File: src/rtl/spi_rx_readout_arbiter.sv
// Round-robin burst arbiter merging N_CH show-ahead receiver FIFOs
// into a single show-ahead output word register.
module spi_rx_readout_arbiter #(
    parameter int N_CH      = 4,
    parameter int MAX_BURST = 16
) (
    input  logic              BUS_CLK,
    input  logic              BUS_RST,
    input  logic [N_CH-1:0]   CH_EN,
    input  logic [N_CH-1:0]   IN_EMPTY,
    input  logic [32*N_CH-1:0] IN_DATA,
    output logic [N_CH-1:0]   IN_READ,
    input  logic              FIFO_READ,
    output logic              FIFO_EMPTY,
    output logic [31:0]       FIFO_DATA,
    output logic [3:0]        GRANT_ID,
    output logic              BUSY
);

    typedef enum logic {
        IDLE,
        GRANT
    } state_t;

    state_t      state;
    state_t      state_n;
    logic [3:0]  grant_n;
    logic [7:0]  burst_cnt;
    logic [7:0]  burst_n;
    logic        out_valid;
    logic        load_ok;
    logic        pop;
    logic        last_word;
    logic        hit;
    logic [3:0]  hit_id;
    logic [4:0]  cand;
    logic [15:0] avail;
    logic [31:0] ch_data [16];

    // Pad to 16 lanes so a 4-bit channel index is always in range
    assign avail = 16'(CH_EN & ~IN_EMPTY);

    for (genvar i = 0; i < 16; i++) begin : g_lane
        if (i < N_CH) begin : g_on
            assign ch_data[i] = IN_DATA[32*i +: 32];
        end else begin : g_off
            assign ch_data[i] = '0;
        end
    end

    // First ready channel after the last grant, wrapping modulo N_CH
    always_comb begin
        hit    = 1'b0;
        hit_id = GRANT_ID;
        cand   = '0;
        for (int k = 1; k <= N_CH; k++) begin
            cand = {1'b0, GRANT_ID} + 5'(k);
            if (cand >= 5'(N_CH)) begin
                cand = cand - 5'(N_CH);
            end
            if (!hit && avail[cand[3:0]]) begin
                hit    = 1'b1;
                hit_id = cand[3:0];
            end
        end
    end

    assign load_ok   = !out_valid || FIFO_READ;
    assign pop       = (state == GRANT) && load_ok && avail[GRANT_ID];
    assign last_word = pop && (burst_cnt == 8'(MAX_BURST - 1));

    always_comb begin
        IN_READ = '0;
        for (int i = 0; i < N_CH; i++) begin
            IN_READ[i] = pop && (GRANT_ID == 4'(i));
        end
    end

    always_comb begin
        state_n = state;
        grant_n = GRANT_ID;
        burst_n = burst_cnt;
        unique case (state)
            IDLE: begin
                if (hit) begin
                    grant_n = hit_id;
                    burst_n = '0;
                    state_n = GRANT;
                end
            end
            GRANT: begin
                if (pop) begin
                    burst_n = burst_cnt + 8'd1;
                end
                // A stalled output never ends the grant; only source loss or burst end
                if (!avail[GRANT_ID] || last_word) begin
                    state_n = IDLE;
                end
            end
        endcase
    end

    always_ff @(posedge BUS_CLK or posedge BUS_RST) begin
        if (BUS_RST) begin
            state     <= IDLE;
            GRANT_ID  <= 4'(N_CH - 1);
            burst_cnt <= '0;
        end else begin
            state     <= state_n;
            GRANT_ID  <= grant_n;
            burst_cnt <= burst_n;
        end
    end

    always_ff @(posedge BUS_CLK or posedge BUS_RST) begin
        if (BUS_RST) begin
            out_valid <= 1'b0;
            FIFO_DATA <= '0;
        end else if (pop) begin
            out_valid <= 1'b1;
            FIFO_DATA <= ch_data[GRANT_ID];
        end else if (FIFO_READ) begin
            out_valid <= 1'b0;
        end
    end

    assign FIFO_EMPTY = !out_valid;
    assign BUSY       = (state == GRANT);

endmodule
File: config.mk
export PLATFORM = sky130hd
export DESIGN_NAME = spi_rx_readout_arbiter
export DESIGN_NICKNAME = d
export VERILOG_FILES = /design/src/rtl/spi_rx_readout_arbiter.sv
export SDC_FILE = /design/constraint.sdc
export NUM_CORES = 1
export LEC_CHECK = 0
export CORE_MARGIN = 10
export CORE_UTILIZATION = 43
export CTS_CLUSTER_SIZE = 24
export DETAILED_ROUTE_END_ITERATION = 6
export PLACE_DENSITY_LB_ADDON = 0.25
export SYNTH_ARGS = -nofsm -noshare
export SYNTH_HDL_FRONTEND = slang
export SYNTH_SLANG_ARGS = --single-unit
export TNS_END_PERCENT = 5
File: constraint.sdc
create_clock -name BUS_CLK -period 6.7 [get_ports BUS_CLK]
set_input_delay 1.675 -clock BUS_CLK [delete_from_list [all_inputs] [get_ports BUS_CLK]]
set_output_delay 1.675 -clock BUS_CLK [all_outputs]
set_load 0.005 [all_outputs]
## After elaboration in Yosys (flattened, before gate mapping)

Cells that the tools add are included.

| word-level totals | value |
|---|---|
| register bits | 46 |
| input bits | 139 |
| output and inout port bits | 42 |
| logic and storage cells | 89 |

| operators by class | value |
|---|---|
| add/subtract/negate cells | 9 |
| order comparisons | 10 |
| equal/unequal tests | 6 |
| multiplexer cells | 33 |
| bitwise logic cells | 4 |
| reduce and logical (&&, ||, !) cells | 22 |

Operators with widths:

| cell | number |
|---|---|
| binary-select mux 32 bit (select 4 bit) | 1 |
| 2-to-1 mux 32 bit | 2 |
| 2-to-1 mux 4 bit | 8 |
| < comparator 4 x 5 -> 1 bit (second input constant) | 5 |
| binary-select mux 1 bit (select 4 bit) | 5 |
| >= comparator 5 x 3 -> 1 bit (second input constant) | 4 |
| bitwise AND 4 x 16 -> 16 bit | 1 |
| 2-to-1 mux 8 bit | 2 |
| NOT 4 -> 16 bit | 1 |
| case mux 8 bit (2 select lines) | 1 |
| subtractor 4 x 3 -> 4 bit (second input constant) | 4 |
| 2-to-1 mux 1 bit | 13 |
| adder 4 x 2 -> 5 bit (second input constant) | 2 |
| logical AND 1 bit | 10 |
| adder 8 x 1 -> 8 bit (second input constant) | 1 |
| equality test 4 x 2 -> 1 bit (second input constant) | 2 |
| equality test 8 x 4 -> 1 bit (second input constant) | 1 |
| adder 4 x 1 -> 5 bit (second input constant) | 1 |
| adder 4 x 3 -> 5 bit (second input constant) | 1 |
| >= comparator 5 bit (second input constant) | 1 |
| zero test 1 bit | 5 |
| NOT 4 -> 5 bit | 1 |
| equality test 4 x 1 -> 1 bit (second input constant) | 1 |
| zero test 4 bit | 1 |
| 9 further kinds | 10 |

## Longest topological paths before layout

Gate-level depths: netlist of the first run.

| depth | value |
|---|---|
| depth in word-level cells | 17 |
| mapped depth | 11 |
| mapped depth without buffers | 10 |

## Least setup slack after synthesis of the first run

OpenSTA, ideal clock, no wires.

| path | value |
|---|---|
| path kind | input -> output |
| from | input port CH_EN[0] |
| to | output port IN_READ[0] |
| data arrival time | 2.785 ns |
| data required time | 5.025 ns |
| path slack | 2.240 ns |
| cell stages on the path | 5 |
| buffers on the path | 1 |
| cells stage by stage | nor2b_1 mux4_2 and3_1 buf_2 and3_1 |

| between the ends | value |
|---|---|
| word-level cells in the longest chain between the ends | 5 |

RTL lines:

| item | line | source |
|---|---|---|
| start, declared | 9 | `input logic [N_CH-1:0] CH_EN,` |
| bitwise AND 4 x 16 -> 16 bit | 41 | `assign avail = 16'(CH_EN & ~IN_EMPTY);` |
| binary-select mux 1 bit (select 4 bit) | 69 | `assign pop = (state == GRANT) && load_ok && avail[GRANT_ID];` |
| 2-to-1 mux 1 bit (implied by the code) | 69 |  |
| logical AND 1 bit | 69 |  |
| logical AND 1 bit | 75 | `IN_READ[i] = pop && (GRANT_ID == 4'(i));` |
| end, declared | 12 | `output logic [N_CH-1:0] IN_READ,` |

No other way between the ends. The select of a mux whose other input is x is not followed.

## Worst setup path in the final report of the first run

| path | value |
|---|---|
| from | input port CH_EN[0] |
| to | output port IN_READ[2] |

Same word-level chain as after synthesis.

==> summary.md, run 1 <==
| Metric | Value |
|---|---|
| Synth top area share | `33.0%` |
| Clock share of power | `35.1%` |
| Sw Share | `18.7%` |
| Post-synth ARST share | `100%` |
| Mapped Nets | `477` |
| CTS tree | `yes` |
| IO Pins | `181` |
| NetSw | `0.000111 W` |
| Via count | `3148` |
| P_int | `0.000484 W` |
| GP Congestion | `0.841` |
| Initial Util | `43.6%` |
| DR WL/cell | `18.9 um` |
| Final Cycle Share | `80.3%` |
| CP peak stage delay | `0.54 ns` |
| RSZ-0062 raised after global routing | `no` |
| Final Hold Fails | `0` |
| Grt ovf | `0` |
| Vias in the first global route | `3505` |
| Worst Hold Class | `reg -> reg` |
| Top FF cell, synth | `dfrtp_1` |
| Cells after synthesis | `322` |
| Max rail drop VDD | `0.0840 mV` |
| Clock root cell | `clkbuf_8` |
| Synth Area in XOR/XNOR | `3.15%` |
| Seq/Total Area, Yosys | `34.6%` |
| Initial antenna violation count | `0` |
| Layout net count | `643` |
| Sequential power share | `46.6%` |
| Largest family of logic cells by synthesized area | `multiplexers` |
| Die area | `0.0117 mm2` |
| Routed Antenna Nets | `0` |
| Slew @ Worst Pin | `1.11 ns` |
| Worst slew margin | `25.9%` |
| CTS hold repair buffers | `0` |
| Top post-synthesis cells by count | `72 x nand2_1, 44 x dfrtp_1, 33 x mux4_2` |
| DP Worst Slack | `1.32 ns` |
| Largest area contributor in the netlist | `dfrtp_1` |
| Die H | `108 um` |
| Setup ws final | `1.32 ns` |
| Yosys warns | `0` |
| Synth Register Bits | `46` |
| # diodes | `0` |
| Total GRT Usage | `18.9%` |
| Setup CP Type | `in -> out` |
| First-pass DRT Iterations | `4` |
| Initial DRC Count | `123` |
| CP Capture Type | `output port` |
| Crit path time final | `5.38 ns` |
| Gates resized, CTS repair | `0` |
| # DRC | `0` |
| CP max FO | `7` |
| Largest buffer count on any clock path | `2` |
| CP max stage cell | `mux4_2` |
| CP required | `5.03 ns` |
| Type of origin of the critical path | `input pin` |
| Skew-Pair Late Insertion Delay | `0.29 ns` |
| Mux cell area share after synthesis | `24.6%` |
| Synth Area in Simple Gates | `16.8%` |
| Cell with the most instances after synthesis | `nand2_1` |
| Die width | `108 um` |
| DR vias/cell | `5.34` |
| Htree depth | `2` |
| Logic pwr share | `18.3%` |
| Clock Pin Slew Worst Setup and Hold Paths | `0.08 ns` |
| Leak pwr | `2.16 nW` |
| Clock Sinks | `46` |
| Core ar. | `0.00765 mm2` |
| Layout cells sized above 1 | `12.1%` |
| Synth area leaders | `dfrtp_1 33%, mux4_2 22%, nand2_1 8.1%` |
| Max Cap Viol | `0` |
| Total Power | `0.000595 W` |
| Final setup vio count | `0` |
| Routed WL | `11200 um` |
| Fmax | `186 MHz` |
| Adder-cell share of the synthesized area | `6.00%` |
| Global-route wire length before repair | `17600 um` |
| Status | `completed` |
| Layout area overhead | `57.9%` |
| Avg Inst Size Synth | `10.4 um2` |
| Post-synth EDFFs | `0` |
| Crit path cell chain | `clkdlybuf4s50_1 -> nor2b_1 -> mux4_2 -> and3_1 -> and3_1 -> clkdlybuf4s50_1` |
| Setup TNS Final | `0 ns` |
| Yosys cell types | `51` |
| Clk_skew | `0.00411 ns` |
| WHS | `0.481 ns` |
| PD cells | `113 mW/mm2` |
| Largest net degree at the start of global routing | `69` |
| Rows | `32` |
| Cell area after synthesis | `0.00334 mm2` |
| Post-CTS Repair Setup Buffers | `0` |
| Critical Path AT | `3.70 ns` |
| Final core utilization | `68.9%` |
| Synth Area in Compound Gates | `10.2%` |
| DP HPWL | `8870 um` |
| Port buffer count | `180` |
| CTS Buf Count | `5` |
| Final Slew Violations | `0` |
[per-stage QoR]
stage	cells	cell area (um2)
floorplan	322	3340
global placement	583	5160
detailed placement	583	5160
CTS	590	5270
global route	590	5270
finish	590	5270
[layer usage]
metal	vias to the layer above	wire length [um]	GRT usage, %
li1	1483	-	-
met4	0	168	5.15
met3	12	1060	6.90
met2	148	5630	32.8
met5	-	0	0
met1	1505	4290	21.4
[cells in the final DEF, fill, tap and decap left out, types with 3 or more instances in the layout]
cell / n
ha_1: 16
xnor2_1: 10
nand2_1: 72
clkdlybuf4s50_1: 180
a221oi_2: 3
nor2b_1: 4
nand3b_1: 3
and3_1: 7
inv_1: 8
inv_2: 3
mux2i_1: 5
nor3_1: 3
clkbuf_8: 6
mux4_2: 33
o21ai_0: 31
nor2_1: 16
o21ai_1: 3
dfrtp_1: 44
nand3_1: 3
[registers in the layout, indices dropped and copies added, names as in the netlist]
signal and cells:
GRANT_ID 4, FIFO_DATA 32, burst_cnt 8, out_valid 1, BUSY 1
[cells by family after synthesis]
| logic type | count (synthesis) |
|---|---|
| adder cells (fa/ha/maj) | 16 |
| buffers and inverters | 33 |
| multiplexers | 40 |
| AO/OA/AOI/OAI | 52 |
| flip-flops | 46 |
| AND/OR/NAND/NOR | 123 |
| XOR/XNOR | 12 |
[worst max-delay path, delay by kind of cell]
family,cells,cell delay (ns)
buffers and inverters,2,0.86
muxes,1,0.54
and+or+nand+nor,3,0.63
[area by class of cell]
type	instances	area [um2]
Clock buffer	6	82.6
Clock inverter	1	30.0
Fill cell	612	2380
Inverter	11	41.3
Multi-Input combinational cell	243	2030
Sequential cell	46	1150
Tap cell	102	128
Timing Repair Buffer	181	1810
[power groups by stage]
stage | Clock [W] | Sequential, W | Combinational, W
after floorplan | 0 | 0.000283 | 0.0000256
after global placement | 0 | 0.000283 | 0.000107
after detailed placement | 0 | 0.000283 | 0.000109
after CTS | 0.000213 | 0.000277 | 0.000110
after global routing | 0.000226 | 0.000277 | 0.000116
final | 0.000209 | 0.000277 | 0.000109
[worst paths after layout]
path                              start  cells after the start  slack (ns)       endpoint
max                            CH_EN[0]                      6        1.32     IN_READ[2]
min                        FIFO_DATA[7]                      2        0.48   FIFO_DATA[7]
max reg2reg                 GRANT_ID[1]                      6        2.94   burst_cnt[0]
min reg2reg                FIFO_DATA[7]                      2        0.48   FIFO_DATA[7]
max in group asynchronous       BUS_RST                      2        4.18   FIFO_DATA[6]
min in group asynchronous       BUS_RST                      2        1.92  FIFO_DATA[25]
Power figures use the tool's default switching activity.
==> run 2: changes to the inputs <==
--- a/config.mk
+++ b/config.mk
@@ -6,7 +6,7 @@
 export NUM_CORES = 1
 export LEC_CHECK = 0
 export CORE_MARGIN = 10
-export CORE_UTILIZATION = 43
+export CORE_UTILIZATION = 36
 export CTS_CLUSTER_SIZE = 24
 export DETAILED_ROUTE_END_ITERATION = 6
 export PLACE_DENSITY_LB_ADDON = 0.25
==> constraint.sdc (replaced) <==
create_clock -name BUS_CLK -period 4.7 [get_ports BUS_CLK]
set_input_delay 1.175 -clock BUS_CLK [delete_from_list [all_inputs] [get_ports BUS_CLK]]
set_output_delay 1.175 -clock BUS_CLK [all_outputs]
set_load 0.005 [all_outputs]
==> run 2 against run 1 <==
Hold slack improved by 0.0042 ns. Non-clock buffer count up 2. Routed wire length shrank 0.79%. Register-to-register slack worse by 1.6 ns. Cell count grew 2.0%. Design area grew 0.36%. Utilization is 11 points lower. First-iteration DRC count is 8.1% lower. Sequential cell count unchanged. Highest routed layer unchanged.
==> summary.md, run 2 (synthesized netlist as in run 1, its figures left out) <==
| Metric | Value |
|---|---|
| Biggest registers after layout | `FIFO_DATA: 32 flops, burst_cnt: 8 flops, GRANT_ID: 4 flops (unchanged)` |
| R2R Setup Slk | `1.38 ns (was 2.94 ns)` |
| Max rail drop VDD | `0.112 mV (was 0.0840 mV)` |
| DR vias/cell | `5.15 (was 5.34)` |
| # diodes | `0 (unchanged)` |
| Layout net count | `645 (was 643)` |
| Worst Hold Class | `reg -> reg (unchanged)` |
| Worst setup path endpoint | `IN_READ[3] (was IN_READ[2])` |
| Worst slew margin | `37.0% (was 25.9%)` |
| Critical Path Start | `CH_EN[1] (was CH_EN[0])` |
| Finished Layout Cells | `602 (was 590)` |
| Initial antenna violation count | `0 (unchanged)` |
| Number of instances in the placed design | `594 (was 583)` |
| Fillers | `821 (was 612)` |
| Total GRT Usage | `15.8% (was 18.9%)` |
| Leak pwr | `2.17 nW (was 2.16 nW)` |
| Biggest register | `FIFO_DATA (unchanged)` |
| CTS hold repair buffers | `0 (unchanged)` |
| CTS Buf Count | `5 (unchanged)` |
| PD cells | `154 mW/mm2 (was 113 mW/mm2)` |
| Commonest cells after routing, fill and taps aside | `180 x clkdlybuf4s50_1, 72 x nand2_1, 44 x dfrtp_1, 33 x mux4_2, 31 x o21ai_0 (unchanged)` |
| Clock Pin Slew Worst Setup and Hold Paths | `0.09 ns (was 0.08 ns)` |
| DR WL/cell | `18.4 um (was 18.9 um)` |
| Clk_skew | `0.00826 ns (was 0.00411 ns)` |
| # DRC | `0 (unchanged)` |
| Largest net degree at the start of global routing | `47 (was 69)` |
| Via count | `3099 (was 3148)` |
| Critical R2R Capture | `BUSY (was burst_cnt[0])` |
| Type of origin of the critical path | `input pin (unchanged)` |
| Htree depth | `2 (unchanged)` |
| First-pass DRT Iterations | `4 (unchanged)` |
| Port buffer count | `180 (unchanged)` |
| Die H | `116 um (was 108 um)` |
| CP max FO | `7 (unchanged)` |
| CP Capture Type | `output port (unchanged)` |
| GP Congestion | `0.767 (was 0.841)` |
| Max Cap Viol | `0 (unchanged)` |
| Clock Sinks | `46 (unchanged)` |
| Largest register FFs | `32 (unchanged)` |
| Initial DRC Count | `113 (was 123)` |
| Layout cells sized above 1 | `12.6% (was 12.1%)` |
| FF-to-FF path depth | `10 (was 6)` |
| Final setup vio count | `0 (unchanged)` |
| Final Cycle Share | `93.1%` |
| IO Pins | `181 (unchanged)` |
| Clock root cell | `clkbuf_8 (unchanged)` |
| Crit path time final | `4.38 ns` |
| Setup ws final | `0.322 ns (was 1.32 ns)` |
| Die area | `0.0135 mm2 (was 0.0117 mm2)` |
| Core ar. | `0.00915 mm2 (was 0.00765 mm2)` |
| Commonest non-fill, non-tap cell in the layout | `clkdlybuf4s50_1 (unchanged)` |
| Setup CP Type | `in -> out (unchanged)` |
| Rows | `35 (was 32)` |
| Skew-Pair Late Insertion Delay | `0.29 ns (about the same)` |
| Grt ovf | `0 (unchanged)` |
| Critical Path AT | `3.20 ns (was 3.70 ns)` |
| Fmax | `228 MHz` |
| DP Worst Slack | `0.320 ns (was 1.32 ns)` |
| Status | `completed (unchanged)` |
| Layout area overhead | `58.5% (was 57.9%)` |
| Initial Util | `36.5% (was 43.6%)` |
| FF-to-FF Start | `GRANT_ID[1] (unchanged)` |
| Vias in the first global route | `3458 (was 3505)` |
| Gates resized, CTS repair | `0 (unchanged)` |
| Final Slew Violations | `0 (unchanged)` |
| Slew @ Worst Pin | `0.943 ns (was 1.11 ns)` |
| CP required | `3.52 ns (was 5.03 ns)` |
| RSZ-0062 raised after global routing | `no (unchanged)` |
| Die width | `116 um (was 108 um)` |
| WHS | `0.485 ns (was 0.481 ns)` |
| Final Hold Fails | `0 (unchanged)` |
| Routed Antenna Nets | `0 (unchanged)` |
| Largest buffer count on any clock path | `2 (unchanged)` |
| DP HPWL | `9040 um (was 8870 um)` |
| Post-CTS Repair Setup Buffers | `0 (unchanged)` |
| Setup TNS Final | `0 ns (unchanged)` |
| CTS tree | `yes (unchanged)` |
| Routed WL | `11100 um (was 11200 um)` |
| Global-route wire length before repair | `17100 um (was 17600 um)` |
run 2: cell types whose count changed in the layout (fill, tap and decap cells not counted), sizes merged:
cell and change:
clkbuf +1, buf +2, bufinv -1, clkinv +1
run 2: worst min path at each step:
stage | from | to | cells past startpoint
floorplan | FIFO_DATA[11] | FIFO_DATA[11] | 2
global placement | FIFO_DATA[14] | FIFO_DATA[14] | 2
detailed placement | FIFO_DATA[29] | FIFO_DATA[29] | 2
CTS | FIFO_DATA[29] | FIFO_DATA[29] | 2
global route | FIFO_DATA[14] | FIFO_DATA[14] | 2
finish | FIFO_DATA[30] | FIFO_DATA[30] | 2
run 2: per-stage QoR:
| step | utilization [%] | power, W | instance area, um2 |
|---|---|---|---|
| after floorplan | - | 0.000440 | 3340 |
| after CTS | 57.8 | 0.000827 | 5290 |
| after global placement | 56.6 | 0.000556 | 5180 |
| final | 57.8 | 0.000816 | 5290 |
| after global routing | 57.8 | 0.000857 | 5290 |
| after detailed placement | 56.6 | 0.000560 | 5180 |
run 2: final cells by class:
cell class                 count  area, um2  area share, %
clock buffer                   7       96.3           1.82
clock inverter                 1       8.76          0.166
inverter                      11       41.3          0.781
multi-input combinational    243       2030           38.3
sequential                    46       1150           21.8
tap                          111        139           2.63
timing repair buffer         183       1820           34.5
run 2: report_power, final:
part | switching, W | internal [W]
combinational | 0.0000310 | 0.000124
sequential | 0 | 0.000395
clock | 0.000131 | 0.000135
total | 0.000162 | 0.000654
run 2: layer usage:
layer  up-vias  track usage (%)  part of all wire [%]
li1       1488                -                     -
met1      1497             17.5                    40
met2       110             28.7                    52
met3         4             5.03                   8.0
met4         0             3.59                  0.91
met5         -                0                     0
run 2: worst max-delay path: stages:
cell and delay, ns:
clkdlybuf4s50_1 0.41, nor2b_1 0.15, mux4_2 0.53, and3_1 0.27
and3_1 0.21, clkdlybuf4s50_1 0.45
